[src/rtl/game_pkg.sv]
// Shared types and constants for the tank game round sequencing logic.
package game_pkg;

  typedef enum logic [2:0] {
    IDLE        = 3'd0,
    COUNTDOWN   = 3'd1,
    PLAY        = 3'd2,
    ROUND_OVER  = 3'd3,
    MATCH_OVER  = 3'd4
  } round_state_t;

  localparam logic [7:0]  KEY_START_DEFAULT = 8'h28;
  localparam int unsigned FRAMES_PER_SEC    = 60;
  localparam int unsigned MAX_PLAYERS       = 4;

  // Number of set bits in an alive mask (players beyond NUM_PLAYERS are zero-padded).
  function automatic logic [2:0] popcount4(input logic [3:0] v);
    popcount4 = 3'(v[0]) + 3'(v[1]) + 3'(v[2]) + 3'(v[3]);
  endfunction

endpackage

[src/rtl/frame_timer.sv]
// Loadable frame_tick down-counter with a once-per-second strobe.
module frame_timer
  import game_pkg::*;
#(
  parameter int unsigned CNT_W = 8
) (
  input  logic             Clk,
  input  logic             Reset,
  input  logic             load,
  input  logic [CNT_W-1:0] load_val,
  input  logic             frame_tick,
  output logic             done,
  output logic             sec_tick
);

  localparam int unsigned SUB_W = $clog2(FRAMES_PER_SEC);

  logic [CNT_W-1:0] r_cnt;
  logic [CNT_W-1:0] w_cnt_nxt;
  logic [SUB_W-1:0] r_sub;
  logic [SUB_W-1:0] w_sub_nxt;
  logic             w_count;

  // A load wins over a coincident tick, so the load cycle never counts.
  always_comb begin
    w_count   = frame_tick && !load && (r_cnt != '0);
    w_cnt_nxt = r_cnt;
    w_sub_nxt = r_sub;
    sec_tick  = 1'b0;
    if (load) begin
      w_cnt_nxt = load_val;
      w_sub_nxt = '0;
    end else if (w_count) begin
      w_cnt_nxt = r_cnt - CNT_W'(1);
      if (r_sub == SUB_W'(FRAMES_PER_SEC - 1)) begin
        w_sub_nxt = '0;
        sec_tick  = 1'b1;
      end else begin
        w_sub_nxt = r_sub + SUB_W'(1);
      end
    end
  end

  // High from the cycle whose tick brings the count to zero, and while it stays there.
  assign done = (w_cnt_nxt == '0);

  always_ff @(posedge Clk) begin
    if (Reset) begin
      r_cnt <= '0;
      r_sub <= '0;
    end else begin
      r_cnt <= w_cnt_nxt;
      r_sub <= w_sub_nxt;
    end
  end

endmodule

[src/rtl/round_controller.sv]
// N-player match/round sequencer: countdown, play, round result, scoring and match winner.
module round_controller
  import game_pkg::*;
#(
  parameter int unsigned NUM_PLAYERS      = 2,
  parameter int unsigned SCORE_W          = 4,
  parameter int unsigned WIN_SCORE        = 5,
  parameter int unsigned COUNTDOWN_FRAMES = 180,
  parameter int unsigned ROUNDOVER_FRAMES = 120,
  parameter logic [7:0]  KEY_START        = KEY_START_DEFAULT
) (
  input  logic                              Clk,
  input  logic                              Reset,
  input  logic                              frame_tick,
  input  logic [7:0]                        keycode,
  input  logic [NUM_PLAYERS-1:0]            hit,
  output logic [2:0]                        state,
  output logic                              round_reset,
  output logic                              play_en,
  output logic [NUM_PLAYERS*SCORE_W-1:0]    score,
  output logic [$clog2(NUM_PLAYERS)-1:0]    round_winner,
  output logic                              round_draw,
  output logic                              match_winner_vld,
  output logic [3:0]                        countdown_sec
);

  localparam int unsigned RW_W    = $clog2(NUM_PLAYERS);
  localparam int unsigned SC_W    = NUM_PLAYERS * SCORE_W;
  localparam int unsigned MAX_FR  = (COUNTDOWN_FRAMES > ROUNDOVER_FRAMES) ?
                                    COUNTDOWN_FRAMES : ROUNDOVER_FRAMES;
  localparam int unsigned CNT_W   = $clog2(MAX_FR + 1);

  round_state_t           r_state, w_state_nxt;
  logic [NUM_PLAYERS-1:0] r_alive, w_alive_nxt, w_alive_upd;
  logic [SC_W-1:0]        r_score, w_score_nxt;
  logic [RW_W-1:0]        r_round_winner, w_winner_nxt;
  logic                   r_round_draw, w_draw_nxt;
  logic [3:0]             r_countdown_sec, w_sec_nxt;
  logic                   r_round_reset, r_play_en, r_match_winner_vld;
  logic                   r_entry, w_entry_nxt;
  logic                   r_key_prev;
  logic                   w_key_hit, w_start, w_enter_cd, w_score_hit;
  logic [2:0]             w_alive_cnt;
  logic                   w_done, w_sec_tick;
  logic [CNT_W-1:0]       w_load_val;

  // Single timer shared by the countdown and the round-over hold.
  frame_timer #(
    .CNT_W (CNT_W)
  ) u_frame_timer (
    .Clk        (Clk),
    .Reset      (Reset),
    .load       (r_entry),
    .load_val   (w_load_val),
    .frame_tick (frame_tick),
    .done       (w_done),
    .sec_tick   (w_sec_tick)
  );

  assign w_load_val = (r_state == ROUND_OVER) ? CNT_W'(ROUNDOVER_FRAMES)
                                              : CNT_W'(COUNTDOWN_FRAMES);

  always_comb begin
    w_key_hit    = (keycode == KEY_START);
    w_start      = w_key_hit && !r_key_prev;
    w_alive_upd  = r_alive & ~hit;
    w_alive_cnt  = popcount4(4'(w_alive_upd));
    w_state_nxt  = r_state;
    w_alive_nxt  = r_alive;
    w_score_nxt  = r_score;
    w_winner_nxt = r_round_winner;
    w_draw_nxt   = r_round_draw;
    w_sec_nxt    = r_countdown_sec;
    w_score_hit  = 1'b0;
    for (int i = 0; i < NUM_PLAYERS; i++) begin
      if (r_score[i*SCORE_W +: SCORE_W] == SCORE_W'(WIN_SCORE)) w_score_hit = 1'b1;
    end

    case (r_state)
      IDLE: begin
        if (w_start) w_state_nxt = COUNTDOWN;
      end
      COUNTDOWN: begin
        if (w_sec_tick && (r_countdown_sec != 4'd0)) w_sec_nxt = r_countdown_sec - 4'd1;
        if (w_done && !r_entry) w_state_nxt = PLAY;
      end
      PLAY: begin
        w_alive_nxt = w_alive_upd;
        if (w_alive_cnt <= 3'd1) begin
          w_state_nxt = ROUND_OVER;
          w_draw_nxt  = (w_alive_cnt == 3'd0);
          for (int i = 0; i < NUM_PLAYERS; i++) begin
            if (w_alive_upd[i]) begin
              w_winner_nxt = RW_W'(i);
              if (r_score[i*SCORE_W +: SCORE_W] < SCORE_W'(WIN_SCORE)) begin
                w_score_nxt[i*SCORE_W +: SCORE_W] =
                  r_score[i*SCORE_W +: SCORE_W] + SCORE_W'(1);
              end
            end
          end
        end
      end
      ROUND_OVER: begin
        if (w_done && !r_entry) w_state_nxt = w_score_hit ? MATCH_OVER : COUNTDOWN;
      end
      MATCH_OVER: begin
        if (w_start) begin
          w_score_nxt = '0;
          w_draw_nxt  = 1'b0;
          w_state_nxt = COUNTDOWN;
        end
      end
      default: w_state_nxt = IDLE;
    endcase

    // Every fresh round starts with everyone alive and a full countdown display.
    w_enter_cd = (w_state_nxt == COUNTDOWN) && (r_state != COUNTDOWN);
    if (w_enter_cd) begin
      w_alive_nxt = '1;
      w_sec_nxt   = 4'(COUNTDOWN_FRAMES / FRAMES_PER_SEC);
    end
    w_entry_nxt = (w_state_nxt != r_state) &&
                  ((w_state_nxt == COUNTDOWN) || (w_state_nxt == ROUND_OVER));
  end

  always_ff @(posedge Clk) begin
    if (Reset) begin
      r_state            <= IDLE;
      r_alive            <= '1;
      r_score            <= '0;
      r_round_winner     <= '0;
      r_round_draw       <= 1'b0;
      r_countdown_sec    <= 4'd0;
      r_round_reset      <= 1'b0;
      r_play_en          <= 1'b0;
      r_match_winner_vld <= 1'b0;
      r_entry            <= 1'b0;
      r_key_prev         <= 1'b0;
    end else begin
      r_state            <= w_state_nxt;
      r_alive            <= w_alive_nxt;
      r_score            <= w_score_nxt;
      r_round_winner     <= w_winner_nxt;
      r_round_draw       <= w_draw_nxt;
      r_countdown_sec    <= w_sec_nxt;
      r_round_reset      <= w_enter_cd;
      r_play_en          <= (w_state_nxt == PLAY);
      r_match_winner_vld <= (w_state_nxt == MATCH_OVER);
      r_entry            <= w_entry_nxt;
      r_key_prev         <= w_key_hit;
    end
  end

  assign state            = r_state;
  assign round_reset      = r_round_reset;
  assign play_en          = r_play_en;
  assign score            = r_score;
  assign round_winner     = r_round_winner;
  assign round_draw       = r_round_draw;
  assign match_winner_vld = r_match_winner_vld;
  assign countdown_sec    = r_countdown_sec;

endmodule

[config.mk]
export PLATFORM = sky130hd
export DESIGN_NAME = round_controller
export DESIGN_NICKNAME = d
export VERILOG_FILES = /design/src/rtl/game_pkg.sv /design/src/rtl/frame_timer.sv /design/src/rtl/round_controller.sv
export SDC_FILE = /design/constraint.sdc
export NUM_CORES = 1
export LEC_CHECK = 0
export CAP_MARGIN = 15
export CORE_UTILIZATION = 50
export DETAILED_ROUTE_END_ITERATION = 16
export PLACE_DENSITY = 0.8
export SETUP_SLACK_MARGIN = 0.05
export SYNTH_ARGS = -nofsm -noshare
export SYNTH_HDL_FRONTEND = slang
export SYNTH_SLANG_ARGS = --single-unit
[constraint.sdc]
create_clock -name Clk -period 4.9 [get_ports Clk]
set_clock_uncertainty 0.1 [all_clocks]
set_input_delay 0.98 -clock Clk [delete_from_list [all_inputs] [get_ports Clk]]
set_output_delay 0.98 -clock Clk [all_outputs]
set_load 0.005 [all_outputs]
==> results.md <==
- Slowest stage delay, CP: 0.51 ns
- Initial Util: 53.4%
- Synth top area share: 38.0%
- Final Hold Vio Count: 0
- Worst Hold Endpoint: round_winner$_SDFFE_PP0P_
- Status: finished clean
- Depth of the CTS H-tree: 2
- Startpoint Class: input pin
- Worst slew margin: 35.3%
- Clock buffer depth: 2
- Worst slack, placed: 1.14 ns
- Die height: 65.2 microns
- Pwr Total: 929 uW
- HP Start: round_winner$_SDFFE_PP0P_
- Site Rows: 22
- Worst-path clk slew: 0.08 ns
- Maximum vdd drop: 0.208 mV
- DIE AREA: 4260 sq um
- Final core occ: 65.3%
- Total negative slack: 0 ns
- Largest net degree at the start of global routing: 29
- Detailed-route via count: 1710
- P&R area growth vs syn: 22.3%
- CTS Buf Count: 5
- Final Hold Slack: 0.366 ns
- Final setup viols: 0
- Reg2reg start: u_frame_timer.r_cnt[0]$_SDFF_PP0_
- Worst-Skew Late Latency: 0.29 ns
- Crit path time final: 3.47 ns
- Crit path buf inv count: 1
- Int Pwr: 602 uW
- YS warnings: 0
- First DRT Iteration DRCs: 97
- PnR worst setup slack: 1.43 ns
- Crit-path leading delay family: compound AO/OA/AOI/OAI gates
- Area of the core: 3740 sq um
- Synth top area cells: dfxtp_1 (38%), ha_1 (7.5%), nor2_1 (7.1%)
- Number of global-route vias before repair: 1488
- Mapped Nets: 266
- Number of nets in the layout: 298
- DRT Pass-1 Iters: 4
- RSZ-0062 raised after global routing: no
- Post-CTS resize count: 0
- Data arrival, critical path: 3.56 ns
- Primary FF master, synth: dfxtp_1
- Fin crit share: 70.9%
- Largest area contributor in the netlist: dfxtp_1
- WS Path Type: input pin to flip-flop
- CP Cell Sequence: clkdlybuf4s50_1 -> or3b_2 -> a2111oi_0 -> xnor2_1 -> nand2_1 -> o31ai_1 -> o21ai_1 -> and3b_2
- Post-Syn Area: 2000 sq um
- Syn Area/Cell: 8.30 sq um
- Share of cells above drive strength 1: 6.57%
- Slew Limit Fails: 0
- Fmax: 288 MHz
- Clock sink count: 38
- CTS tree: yes
- Io pins: 33
- Placed cell area: 2350 sq um
- Crit-path slowest cell: or3b_2
- Post-CTS Hold Buffers: 0
- P per Cell Area: 380 nW/um^2
- Initial antenna violation count: 0
- Synthesized instance count: 241
- WHS Path Cells: 2
- Ys async rst share: 0%
- Worst R2R End: countdown_sec[3]$_SDFFE_PP0P_
- Reg power frac: 40.9%
- # DRC: 0
- Cell area after layout: 2440 sq um
- Required time of the critical path: 4.99 ns
- Number of flops mapped to enable cells by yosys: 0
- CP Max Fanout: 5
- R2R setup slack: 1.95 ns
- Number of fill cells: 340
- Port Buffer Count: 32
- Register area share after synthesis: 38.0%
- Comb pwr share: 35.2%
- Clock Power Share: 23.9%
- Worst setup EP type: flip-flop
- Worst r2r path cells: 9
- Total of max-cap violations: 0
- Placed cells: 314
- Postcts setup bufs: 0
- Library cells used by synthesis: 49
- Clk root buf: clkbuf_8
- Seq cells post-synth: 38
- WL final: 3.94 mm
- Leakage: 0.896 nW
- Most frequent cells in the layout: nor2_1 (38), dfxtp_1 (38), clkdlybuf4s50_1 (32), inv_1 (18), nand2_1 (17)
- First-pass GRT wire length: 6.56 mm
- # diodes: 0
- Switching share of power: 35.1%
- RePlAce Congestion: 0.827
- Worst Hold Class: flip-flop to flip-flop
- Gr usage total: 20.1%
- Final ANT Viol Nets: 0
- GR Overflow Total: 0
- Number of vias per cell: 5.31
- Psw: 326 uW
- Least-Margin Pin Slew: 0.968 ns
- Die Wd: 65.2 microns
- HPWL after DPL: 2.92 mm
- Routed WL per cell: 12.2 microns
- Non-filler cells, final: 322
## final cells by class
class	count	area, sq um	area share, %
clock buffers	6	82.6	3.38
clock inverters	2	12.5	0.512
multi-input cells	178	1140	46.7
well taps	48	60.1	2.46
inverters	18	67.6	2.76
flip-flops and latches	38	761	31.1
repair buffers	32	320	13.1
## worst max path at each step
stage	startpoint	to	slack (ns)	depth (start not counted)
6_report	frame_tick	countdown_sec[3]$_SDFFE_PP0P_	1.43	8
5_1_grt	frame_tick	countdown_sec[3]$_SDFFE_PP0P_	1.23	8
4_1_cts	frame_tick	countdown_sec[3]$_SDFFE_PP0P_	1.43	8
3_5_place_dp	frame_tick	countdown_sec[3]$_SDFFE_PP0P_	1.14	8
3_3_place_gp	frame_tick	countdown_sec[3]$_SDFFE_PP0P_	1.19	8
2_1_floorplan	frame_tick	countdown_sec[3]$_SDFFE_PP0P_	1.89	7
## sequential cells by signal, indices dropped and copies added (netlist names)
name / flops
score: 8
u_frame_timer.r_cnt: 8
u_frame_timer.r_sub: 6
countdown_sec: 4
state: 3
r_alive: 2
match_winner_vld: 1
play_en: 1
r_entry: 1
r_key_prev: 1
round_draw: 1
round_reset: 1
round_winner: 1
## cell usage after synthesis, types with 4 or more instances
cell and count:
mux2i_1 4, o21ai_0 6, nor2_1 38, dfxtp_1 38, clkbuf_1 4, xnor2_1 11
nand2_1 17, nand2b_1 5, inv_1 18, nand3_1 6, nor3_1 10, a21oi_1 11
ha_1 12
## kinds of logic after synthesis
group           share of synthesized area (%)
simple gates                             26.3
flops                                    38.0
buf+inv                                  4.88
compound gates                           15.1
mux                                      2.00
fa+ha+maj                                7.51
xor+xnor                                 6.13
## power groups by stage
stage / Clock [mW] / Combinational, mW / Sequential, mW
after CTS: 0.231 / 0.327 / 0.379
after detailed placement: 0 / 0.325 / 0.386
final: 0.222 / 0.327 / 0.380
after floorplan: 0 / 0.277 / 0.378
after global placement: 0 / 0.320 / 0.386
after global routing: 0.245 / 0.368 / 0.385
## worst reg2reg max path, delay by kind of cell (launching register included)
kind                     cells  cell delay [ns]
AO/OA/AOI/OAI                3             0.94
adder cells (fa/ha/maj)      1             0.23
buffers and inverters        1             0.13
flip-flops                   1             0.33
multiplexers                 1             0.24
AND/OR/NAND/NOR              3             0.90
## per-layer routing
| layer | track usage (%) | part of all wire [%] |
|---|---|---|
| met5 | 0 | 0 |
| met4 | 8.97 | 1.9 |
| met3 | 3.99 | 4.2 |
| met2 | 31.7 | 44 |
| met1 | 26.5 | 50 |
No activity file was read; power rests on OpenSTA's default activity.
